$ cat src/rtl/mem_axi_bridge_pkg.sv
// mem_axi_pkg: shared state encoding and AXI constants for the CPU-to-DDR bridge
// Contents: state_t (bridge FSM states), AXI attribute constants, cache-line size.
package mem_axi_pkg;
    typedef enum logic [2:0] {IDLE, AW, W, B, AR, R, RESP} state_t;
    localparam logic [2:0] AXI_SIZE_64B   = 3'b110;
    localparam logic [1:0] AXI_BURST_INCR = 2'b01;
    localparam logic [3:0] AXI_CACHE      = 4'b0011;
    localparam int         LINE_BYTES     = 64;
endpackage

$ cat src/rtl/mem_axi_bridge_if.sv
// mem_axi_bridge_if: AXI4 link between the bridge (master) and the DDR controller port (slave)
// Params: ADDR_W byte-address width.
// Signals: aw*/w*/b*/ar*/r* channels, 512-bit data, 64-bit strobes, 4-bit ids.
interface mem_axi_bridge_if #(parameter int ADDR_W = 31);
    logic [3:0]        awid;
    logic [ADDR_W-1:0] awaddr;
    logic [7:0]        awlen;
    logic [2:0]        awsize;
    logic [1:0]        awburst;
    logic              awlock;
    logic [3:0]        awcache;
    logic [2:0]        awprot;
    logic [3:0]        awqos;
    logic              awvalid;
    logic              awready;
    logic [511:0]      wdata;
    logic [63:0]       wstrb;
    logic              wlast;
    logic              wvalid;
    logic              wready;
    logic [3:0]        bid;
    logic [1:0]        bresp;
    logic              bvalid;
    logic              bready;
    logic [3:0]        arid;
    logic [ADDR_W-1:0] araddr;
    logic [7:0]        arlen;
    logic [2:0]        arsize;
    logic [1:0]        arburst;
    logic              arlock;
    logic [3:0]        arcache;
    logic [2:0]        arprot;
    logic [3:0]        arqos;
    logic              arvalid;
    logic              arready;
    logic [3:0]        rid;
    logic [511:0]      rdata;
    logic [1:0]        rresp;
    logic              rlast;
    logic              rvalid;
    logic              rready;

    modport master (
        output awid, awaddr, awlen, awsize, awburst, awlock, awcache, awprot, awqos, awvalid,
        output wdata, wstrb, wlast, wvalid, bready,
        output arid, araddr, arlen, arsize, arburst, arlock, arcache, arprot, arqos, arvalid, rready,
        input  awready, wready, bid, bresp, bvalid, arready, rid, rdata, rresp, rlast, rvalid
    );
    modport slave (
        input  awid, awaddr, awlen, awsize, awburst, awlock, awcache, awprot, awqos, awvalid,
        input  wdata, wstrb, wlast, wvalid, bready,
        input  arid, araddr, arlen, arsize, arburst, arlock, arcache, arprot, arqos, arvalid, rready,
        output awready, wready, bid, bresp, bvalid, arready, rid, rdata, rresp, rlast, rvalid
    );
endinterface

$ cat src/rtl/mem_axi_bridge_lane_sel.sv
// mem_lane_sel: 32-bit word lane extract from a 512-bit line and 4->64 byte-strobe placement
// Ports: data (line), lane (word index 0..15), strb (word byte enables)
//        -> word (selected word), strb_line (strobes shifted to the lane).
module mem_lane_sel (
    input  logic [511:0] data,
    input  logic [3:0]   lane,
    input  logic [3:0]   strb,
    output logic [31:0]  word,
    output logic [63:0]  strb_line
);
    assign word      = data[{lane, 5'b0} +: 32];
    assign strb_line = {60'b0, strb} << {lane, 2'b00};
endmodule

$ cat src/rtl/mem_axi_bridge.sv
// mem_axi_bridge: single-outstanding bridge from a 32-bit CPU load/store port to a 512-bit AXI4 slave
// Ports: clk, rst (async, active-high); req_* CPU request (valid/ready, we, addr, wdata, wstrb);
//        resp_* one-cycle completion (valid, rdata, err); s_axi AXI4 master to the DDR controller.
module mem_axi_bridge
    import mem_axi_pkg::*;
#(
    parameter int ADDR_W = 31,
    parameter int AXI_ID = 0
) (
    input  logic              clk,
    input  logic              rst,
    input  logic              req_valid,
    output logic              req_ready,
    input  logic              req_we,
    input  logic [ADDR_W-1:0] req_addr,
    input  logic [31:0]       req_wdata,
    input  logic [3:0]        req_wstrb,
    output logic              resp_valid,
    output logic [31:0]       resp_rdata,
    output logic              resp_err,
    mem_axi_bridge_if.master  s_axi
);
    localparam int OFF_W = $clog2(LINE_BYTES);

    state_t            state, nxt;
    logic [ADDR_W-1:0] line;
    logic [3:0]        lane, strb;
    logic [31:0]       wd, word;
    logic [63:0]       strb_line;
    logic              got, accept, unused;

    mem_lane_sel u_sel (
        .data      (s_axi.rdata),
        .lane      (lane),
        .strb      (strb),
        .word      (word),
        .strb_line (strb_line)
    );

    // Word-offset bits, ids and the low response bit carry nothing the bridge acts on.
    assign unused    = ^{req_addr[1:0], s_axi.bid, s_axi.rid, s_axi.bresp[0], s_axi.rresp[0]};
    assign req_ready = state == IDLE && !rst;
    assign accept    = req_valid && req_ready;

    always_ff @(posedge clk or posedge rst)
        if (rst) state <= IDLE;
        else     state <= nxt;

    always_comb begin
        nxt = state;
        unique case (state)
            IDLE:    nxt = accept ? (req_we ? AW : AR) : IDLE;
            AW:      nxt = s_axi.awready ? W : AW;
            W:       nxt = s_axi.wready ? B : W;
            B:       nxt = s_axi.bvalid ? RESP : B;
            AR:      nxt = s_axi.arready ? R : AR;
            R:       nxt = (s_axi.rvalid && s_axi.rlast) ? RESP : R;
            default: nxt = IDLE;
        endcase
    end

    // Only the first read beat is kept; any trailing beats are drained until rlast.
    always_ff @(posedge clk or posedge rst) begin
        if (rst) begin
            line       <= '0;
            lane       <= '0;
            strb       <= '0;
            wd         <= '0;
            resp_rdata <= '0;
            resp_err   <= 1'b0;
            got        <= 1'b0;
        end else if (accept) begin
            line       <= {req_addr[ADDR_W-1:OFF_W], {OFF_W{1'b0}}};
            lane       <= req_addr[5:2];
            strb       <= req_wstrb;
            wd         <= req_wdata;
            resp_rdata <= '0;
            resp_err   <= 1'b0;
            got        <= 1'b0;
        end else if (state == B && s_axi.bvalid) begin
            resp_err   <= s_axi.bresp[1];
        end else if (state == R && s_axi.rvalid && !got) begin
            resp_rdata <= word;
            resp_err   <= s_axi.rresp[1];
            got        <= 1'b1;
        end
    end

    assign resp_valid    = state == RESP;
    assign s_axi.awvalid = state == AW;
    assign s_axi.wvalid  = state == W;
    assign s_axi.wlast   = state == W;
    assign s_axi.bready  = state == B;
    assign s_axi.arvalid = state == AR;
    assign s_axi.rready  = state == R;
    assign s_axi.awaddr  = line;
    assign s_axi.araddr  = line;
    assign s_axi.wdata   = {16{wd}};
    assign s_axi.wstrb   = strb_line;

    assign s_axi.awid    = 4'(AXI_ID);
    assign s_axi.awlen   = 8'd0;
    assign s_axi.awsize  = AXI_SIZE_64B;
    assign s_axi.awburst = AXI_BURST_INCR;
    assign s_axi.awlock  = 1'b0;
    assign s_axi.awcache = AXI_CACHE;
    assign s_axi.awprot  = 3'd0;
    assign s_axi.awqos   = 4'd0;
    assign s_axi.arid    = 4'(AXI_ID);
    assign s_axi.arlen   = 8'd0;
    assign s_axi.arsize  = AXI_SIZE_64B;
    assign s_axi.arburst = AXI_BURST_INCR;
    assign s_axi.arlock  = 1'b0;
    assign s_axi.arcache = AXI_CACHE;
    assign s_axi.arprot  = 3'd0;
    assign s_axi.arqos   = 4'd0;
endmodule

$ cat src/flat_wrapper.sv
// flat-port wrapper written by rule: the top's interface ports become plain ports
module mem_axi_bridge_flat import mem_axi_pkg::*;
#(
    parameter int ADDR_W = 31,
    parameter int AXI_ID = 0
)
  (clk, rst, req_valid, req_ready, req_we, req_addr, req_wdata, req_wstrb, resp_valid, resp_rdata, resp_err, s_axi_awid, s_axi_awaddr, s_axi_awlen, s_axi_awsize, s_axi_awburst, s_axi_awlock, s_axi_awcache, s_axi_awprot, s_axi_awqos, s_axi_awvalid, s_axi_wdata, s_axi_wstrb, s_axi_wlast, s_axi_wvalid, s_axi_bready, s_axi_arid, s_axi_araddr, s_axi_arlen, s_axi_arsize, s_axi_arburst, s_axi_arlock, s_axi_arcache, s_axi_arprot, s_axi_arqos, s_axi_arvalid, s_axi_rready, s_axi_awready, s_axi_wready, s_axi_bid, s_axi_bresp, s_axi_bvalid, s_axi_arready, s_axi_rid, s_axi_rdata, s_axi_rresp, s_axi_rlast, s_axi_rvalid);
  mem_axi_bridge_if #(.ADDR_W(ADDR_W)) s_axi_i ();
  input  logic clk;
  input  logic rst;
  input  logic req_valid;
  output logic req_ready;
  input  logic req_we;
  input  logic [ADDR_W-1:0] req_addr;
  input  logic [31:0] req_wdata;
  input  logic [3:0] req_wstrb;
  output logic resp_valid;
  output logic [31:0] resp_rdata;
  output logic resp_err;
  output wire logic [$bits(s_axi_i.awid)-1:0] s_axi_awid;
  output wire logic [$bits(s_axi_i.awaddr)-1:0] s_axi_awaddr;
  output wire logic [$bits(s_axi_i.awlen)-1:0] s_axi_awlen;
  output wire logic [$bits(s_axi_i.awsize)-1:0] s_axi_awsize;
  output wire logic [$bits(s_axi_i.awburst)-1:0] s_axi_awburst;
  output wire logic [$bits(s_axi_i.awlock)-1:0] s_axi_awlock;
  output wire logic [$bits(s_axi_i.awcache)-1:0] s_axi_awcache;
  output wire logic [$bits(s_axi_i.awprot)-1:0] s_axi_awprot;
  output wire logic [$bits(s_axi_i.awqos)-1:0] s_axi_awqos;
  output wire logic [$bits(s_axi_i.awvalid)-1:0] s_axi_awvalid;
  output wire logic [$bits(s_axi_i.wdata)-1:0] s_axi_wdata;
  output wire logic [$bits(s_axi_i.wstrb)-1:0] s_axi_wstrb;
  output wire logic [$bits(s_axi_i.wlast)-1:0] s_axi_wlast;
  output wire logic [$bits(s_axi_i.wvalid)-1:0] s_axi_wvalid;
  output wire logic [$bits(s_axi_i.bready)-1:0] s_axi_bready;
  output wire logic [$bits(s_axi_i.arid)-1:0] s_axi_arid;
  output wire logic [$bits(s_axi_i.araddr)-1:0] s_axi_araddr;
  output wire logic [$bits(s_axi_i.arlen)-1:0] s_axi_arlen;
  output wire logic [$bits(s_axi_i.arsize)-1:0] s_axi_arsize;
  output wire logic [$bits(s_axi_i.arburst)-1:0] s_axi_arburst;
  output wire logic [$bits(s_axi_i.arlock)-1:0] s_axi_arlock;
  output wire logic [$bits(s_axi_i.arcache)-1:0] s_axi_arcache;
  output wire logic [$bits(s_axi_i.arprot)-1:0] s_axi_arprot;
  output wire logic [$bits(s_axi_i.arqos)-1:0] s_axi_arqos;
  output wire logic [$bits(s_axi_i.arvalid)-1:0] s_axi_arvalid;
  output wire logic [$bits(s_axi_i.rready)-1:0] s_axi_rready;
  input wire logic [$bits(s_axi_i.awready)-1:0] s_axi_awready;
  input wire logic [$bits(s_axi_i.wready)-1:0] s_axi_wready;
  input wire logic [$bits(s_axi_i.bid)-1:0] s_axi_bid;
  input wire logic [$bits(s_axi_i.bresp)-1:0] s_axi_bresp;
  input wire logic [$bits(s_axi_i.bvalid)-1:0] s_axi_bvalid;
  input wire logic [$bits(s_axi_i.arready)-1:0] s_axi_arready;
  input wire logic [$bits(s_axi_i.rid)-1:0] s_axi_rid;
  input wire logic [$bits(s_axi_i.rdata)-1:0] s_axi_rdata;
  input wire logic [$bits(s_axi_i.rresp)-1:0] s_axi_rresp;
  input wire logic [$bits(s_axi_i.rlast)-1:0] s_axi_rlast;
  input wire logic [$bits(s_axi_i.rvalid)-1:0] s_axi_rvalid;
  assign s_axi_awid = s_axi_i.awid;
  assign s_axi_awaddr = s_axi_i.awaddr;
  assign s_axi_awlen = s_axi_i.awlen;
  assign s_axi_awsize = s_axi_i.awsize;
  assign s_axi_awburst = s_axi_i.awburst;
  assign s_axi_awlock = s_axi_i.awlock;
  assign s_axi_awcache = s_axi_i.awcache;
  assign s_axi_awprot = s_axi_i.awprot;
  assign s_axi_awqos = s_axi_i.awqos;
  assign s_axi_awvalid = s_axi_i.awvalid;
  assign s_axi_wdata = s_axi_i.wdata;
  assign s_axi_wstrb = s_axi_i.wstrb;
  assign s_axi_wlast = s_axi_i.wlast;
  assign s_axi_wvalid = s_axi_i.wvalid;
  assign s_axi_bready = s_axi_i.bready;
  assign s_axi_arid = s_axi_i.arid;
  assign s_axi_araddr = s_axi_i.araddr;
  assign s_axi_arlen = s_axi_i.arlen;
  assign s_axi_arsize = s_axi_i.arsize;
  assign s_axi_arburst = s_axi_i.arburst;
  assign s_axi_arlock = s_axi_i.arlock;
  assign s_axi_arcache = s_axi_i.arcache;
  assign s_axi_arprot = s_axi_i.arprot;
  assign s_axi_arqos = s_axi_i.arqos;
  assign s_axi_arvalid = s_axi_i.arvalid;
  assign s_axi_rready = s_axi_i.rready;
  assign s_axi_i.awready = s_axi_awready;
  assign s_axi_i.wready = s_axi_wready;
  assign s_axi_i.bid = s_axi_bid;
  assign s_axi_i.bresp = s_axi_bresp;
  assign s_axi_i.bvalid = s_axi_bvalid;
  assign s_axi_i.arready = s_axi_arready;
  assign s_axi_i.rid = s_axi_rid;
  assign s_axi_i.rdata = s_axi_rdata;
  assign s_axi_i.rresp = s_axi_rresp;
  assign s_axi_i.rlast = s_axi_rlast;
  assign s_axi_i.rvalid = s_axi_rvalid;
  mem_axi_bridge #(.ADDR_W(ADDR_W), .AXI_ID(AXI_ID)) u_core (.clk(clk), .rst(rst), .req_valid(req_valid), .req_ready(req_ready), .req_we(req_we), .req_addr(req_addr), .req_wdata(req_wdata), .req_wstrb(req_wstrb), .resp_valid(resp_valid), .resp_rdata(resp_rdata), .resp_err(resp_err), .s_axi(s_axi_i));
endmodule
$ cat config.mk
export PLATFORM = sky130hd
export DESIGN_NAME = mem_axi_bridge_flat
export DESIGN_NICKNAME = d
export VERILOG_FILES = /design/src/rtl/mem_axi_bridge_pkg.sv /design/src/rtl/mem_axi_bridge_if.sv /design/src/rtl/mem_axi_bridge_lane_sel.sv /design/src/rtl/mem_axi_bridge.sv /design/src/flat_wrapper.sv
export SDC_FILE = /design/constraint.sdc
export NUM_CORES = 1
export LEC_CHECK = 0
export BUFFER_PORTS_ARGS = -buffer_cell sky130_fd_sc_hd__buf_2
export CORE_AREA = 2 2 528 530
export DETAILED_ROUTE_END_ITERATION = 10
export DIE_AREA = 0 0 530 532
export PLACE_DENSITY_LB_ADDON = 0.1
export SYNTH_ARGS = -nofsm -noshare
export SYNTH_HDL_FRONTEND = slang
export SYNTH_SLANG_ARGS = --single-unit
$ cat constraint.sdc
create_clock -name clk -period 6.9 [get_ports clk]
set_input_delay 1.035 -clock clk [delete_from_list [all_inputs] [get_ports clk]]
set_output_delay 1.035 -clock clk [all_outputs]
set_load 0.02 [all_outputs]
After elaboration in Yosys (flattened, before gate mapping)
Cells that the tools add are included.
{"block": "word_totals", "reg_bits": 102, "input_bits": 601, "out_inout_bits": 737, "wordCells": 46}
{"block": "op_classes", "n_eq_ne": 7, "shift": 2, "mux": 17, "n_reduce_logical": 12}
{"op": "$shiftx A512 B10 Y32", "count": 1}
{"op": "$mux W32", "count": 3}
{"op": "$shl A4 B6 Y64", "count": 1}
{"op": "$pmux W3 S6", "count": 1}
{"op": "$eq A3 B3 Y1 const B", "count": 3}
{"op": "$mux W3", "count": 3}
{"op": "$mux W1", "count": 8}
{"op": "$eq A3 B2 Y1 const B", "count": 2}
{"op": "$logic_and A1 B1 Y1", "count": 6}
{"op": "$mux W2", "count": 2}
{"op": "$eq A3 B1 Y1 const B", "count": 1}
{"op": "$logic_not A3 Y1", "count": 1}
{"op": "$reduce_bool A3 Y1", "count": 1}
{"op": "$logic_not A1 Y1", "count": 2}
{"op": "$ne A2 B1 Y1 const B", "count": 1}
{"op": "$reduce_and A2 Y1", "count": 1}
{"op": "$reduce_bool A2 Y1", "count": 1}

Depth between registers and ports, before layout
{"block": "depth", "ltp_word": 6, "ltp_mapped": 7, "mapped_depth_nobuf": 4}

By module
A second synthesis with hierarchy kept.
{"block": "hier_totals", "hier_cells": 1327, "hier_area_um2": 12494.5}
{"module": "mem_axi_bridge", "n_inst": 1, "cells_each": 966, "area_per_inst_um2": 8296.7, "seq_area_each_um2": 2552.4}
{"module": "mem_lane_sel", "n_inst": 1, "cells_each": 361, "area_per_inst_um2": 4197.8, "seq_area_each_um2": 0.0}

Worst setup path before layout
No wires, ideal clock.
{"block": "synth_timing", "path_kind": "reg-to-output", "start": "reg u_core.lane[0]", "end": "out s_axi_wstrb[3]", "arrival_time_ns": 1.415, "required_time_ns": 5.865, "path_slack_ns": 4.450, "stages_incl_launch_ff": 6, "path_buffers": 2, "path_cell_list": "dfrtp_1 -> buf_2 -> buf_2 -> nor2_1 -> nand2_1 -> nor3_1"}
{"block": "synth_between", "elab_chain_cells": 1}
{"element": "start: declaration", "line": "mem_axi_bridge.sv:27", "text": "logic [3:0] lane, strb;"}
{"element": "start signal: assignment", "line": "mem_axi_bridge.sv:74", "text": "lane <= req_addr[5:2];"}
{"element": "$shl A4 B6 Y64", "line": "mem_axi_bridge_lane_sel.sv:12", "text": "assign strb_line = {60'b0, strb} << {lane, 2'b00};"}
{"element": "end: declaration", "line": "flat_wrapper.sv:31", "text": "output wire logic [$bits(s_axi_i.wstrb)-1:0] s_axi_wstrb;"}
Every way passes these cells.

Worst setup path after layout
{"block": "layout_timing", "start": "reg u_core.lane[0]", "end": "out s_axi_wstrb[11]"}
The elaborated chain is that of the path after synthesis.

==> results.toml <==
[final_layout]
post_layout_nonfiller_instances = 5636
final_cell_area_um2 = 19700
layout-area-overhead-vs-synth_pct = 54.8
seqCellArea_um2 = 2560
layout_cell_share_with_drive_strength_beyond_1_pct = 78.0
postLayoutCoreUtil_pct = 7.16
multi_input_logic_area_um2 = 5720
number_of_filler_instances_in_the_final_layout = 32600
final_net_count = 2493

[place]
placedCellCount = 5586
placed_cell_area_um2 = 19300
gp_routability_congestion = 0.776
portBuffers = 1255
detailedPlacementHpwl_um = 87900

[die]
overall_die_width_um = 530
design.core.area_um2 = 276000
effective_utilization_at_floorplan_pct = 4.62
row_count = 193
die_area_um2 = 282000
die_height_um = 532
top_level_ports = 1338

[grt]
vias_in_the_first_global_route = 12200
grt_first_pass_wirelength_um = 128000
antenna_found_initial = 78
grt_use_total_pct = 6.97
overflow = 0
pin_count_of_the_biggest_net_entering_global_routing = 98

[pwr]
cellPowerDensity_nw_per_um2 = 489
p_leak_nw = 8.89
swShare_pct = 62.0
relative_contribution_of_the_clock_network_to_total_power_pct = 7.1
power.internal_mw = 3.67
sequential_share_of_power_pct = 19.1
switchingPower_mw = 5.98
ir_worst_vdd_mv = 0.177
comb_power_share_pct = 73.8

[clocking]
inserted_clock_buffers = 9
max-clock-path-buffers = 2
tritoncts_num_sinks = 102
cts-hold-fix-buffers = 0
clock_insertion_delay_worst_skew_ns = 0.48
tritoncts = "yes"
h-tree-depth = 3
ctsRootBufferMaster = "clkbuf_16"
post_cts_resized = 0
clk_pin_slew_worst_paths_ns = 0.11
post-cts-setup-buffer-count = 0

[sta]
timing.final.setup_violations = 0
max_freq_mhz = 266
post-route-min-period_ns = 3.76
rsz0062_at_grt = "no"
final_max_slew_viol_count = 0
max-slew-margin-rel_pct = 26.3
totalNegativeSetupSlack_ns = 0
fin_crit_sh_pct = 54.5
timing_worst_slew_pin_value_ns = 1.11
clock-skew-final_ns = 0.0261
finalHoldViolations = 0
holdWs_ns = 0.495

[critical_path]
timing.critical_path.from = "u_core.lane[0]"
regToRegEndpoint = "u_core.resp_rdata[6]"
worst-r2r-setup-slack_ns = 3.84
crit_arrival_ns = 2.73
worst_setup_path_start_kind = "flip-flop"
worst-path-max-fanout = 33
cp_data_required_time_ns = 5.86
r2r_cells = 4
worstSetupEndpoint = "s_axi_wstrb[11]"
critPathCaptureType = "output pin"
rr_startpoint = "u_core.lane[0]"
critical_path_class = "reg -> out"

[yosys]
synth-edff-count = 0
seq_total_area_yosys_pct = 20.0
synth_area_per_cell_um2 = 10.8
synth_top_area_cell = "buf_4"
synth.top_cell.area_share_pct = 34.2
async_flop_share_pct = 100
synth.cell_area_um2 = 12700
synth.top_cells.by_area = "buf_4, mux4_2, dfrtp_1"
synth.lib_cells_used.distinct = 35
yosys_warnings = 0
yosys_register_bits = 102
synth_cells = 1184
synth-main-ff-cell = "dfrtp_1"

[detailed_routing]
avgViaCountPerCell = 2.08
top_routing_layer_in_use = "met5"
met3_wire_length_um = 8210
detailed_route_wl_um = 102000
ant_nets = 0
routed_metal_1_wire_length_um = 34800
drc = 0
vias = 11700
detailroute.wirelength.met2_um = 56500
firstDrtPassIters = 4
wl_per_cell_um = 18.1
number_of_drc_markers_in_iteration_0 = 368

[flow_run]
maxCapViolations = 0

[min_path]
timing.hold.worst.class = "reg -> reg"

[run_status]
outcome = "finished, final reports clean"
## routing by layer
layer	global-route usage, %	vias to the layer above
met5	0	-
met4	1.61	52
met3	2.43	123
met2	13.9	881
met1	6.67	5646
li1	-	5001
## final cells by class
type                            instances  area share (%)
Timing Repair Buffer                 1269            32.5
Multi-Input combinational cell        507            29.0
Tap cell                             3705            23.5
Sequential cell                       102            13.0
Clock buffer                            9            1.14
Antenna cell                           34           0.431
Clock inverter                          7           0.393
Inverter                                3          0.0951
## registers in the layout, summed over array words and instances (netlist names)
signal and count:
u_core.state 3, u_core.s_axi.araddr 25, u_core.resp_err 1, u_core.resp_rdata 32, u_core.lane 4, u_core.wd 32, u_core.got 1, u_core.strb 4
## cells by family after synthesis
logic type | Yosys count | share of synthesized area, %
DFF | 102 | 20.0
muxes | 259 | 34.1
and+or+nand+nor | 138 | 5.85
buffers and inverters | 643 | 37.3
AOI/OAI and AO/OA | 40 | 2.64
other | 2 | 0.0589
## cell usage after synthesis (4+ instances only)
library cell,instances
and3_1,28
buf_6,9
buf_2,27
mux2i_1,66
mux2_4,20
dfrtp_1,102
nand2_1,40
clkbuf_1,14
mux2_2,36
buf_4,581
nor2_1,15
nand2b_1,8
and2_1,36
mux4_2,128
mux2_1,9
buf_1,4
o221ai_1,32
## worst min path at each step
stage                               startpoint                   end  slack, ns  depth (start not counted)
after floorplan                     u_core.got            u_core.got       0.45                          1
after global placement    u_core.resp_rdata[7]  u_core.resp_rdata[7]       0.47                          2
after detailed placement  u_core.resp_rdata[5]  u_core.resp_rdata[5]       0.47                          2
after CTS                 u_core.resp_rdata[0]  u_core.resp_rdata[0]       0.50                          2
after global routing      u_core.resp_rdata[0]  u_core.resp_rdata[0]       0.52                          2
final                     u_core.resp_rdata[5]  u_core.resp_rdata[5]       0.50                          2
## layout by cell type, fill, tap and decap left out, types with 3 or more instances in the layout
cell type	instances
diode_2	34
buf_4	12
nor3_1	3
and3_1	28
mux2_2	36
buf_2	1255
dfrtp_1	99
mux4_2	128
and3b_1	3
conb_1	70
clkbuf_16	9
nor2_1	15
dfrtp_4	3
nand2_1	39
o221ai_1	32
and2_1	35
mux2_1	9
mux2_4	20
mux2i_1	65
nor2b_1	3
nand2b_1	7
## critical path, cell delays in order, from the launching register on
cell	delay, ns
dfrtp_4	0.77
nand2b_1	0.38
nor3_1	0.67
and2_1	0.22
buf_2	0.16
## power groups by stage
stage          logic, mW  registers, mW  clock network (mW)
6_report            7.12           1.85               0.683
3_5_place_dp        7.36           1.94                   0
3_3_place_gp        7.48           1.94                   0
4_1_cts             7.37           1.93               0.793
2_1_floorplan       6.31           1.61                   0
5_1_grt             7.65           1.98               0.789
## through the flow
stage	total power [mW]	worst slack, ns
final	9.65	3.14
after floorplan	7.92	3.19
after global placement	9.42	3.43
after detailed placement	9.30	3.38
after global routing	10.4	2.87
after CTS	10.1	2.99
No activity file was read; power rests on OpenSTA's default activity.
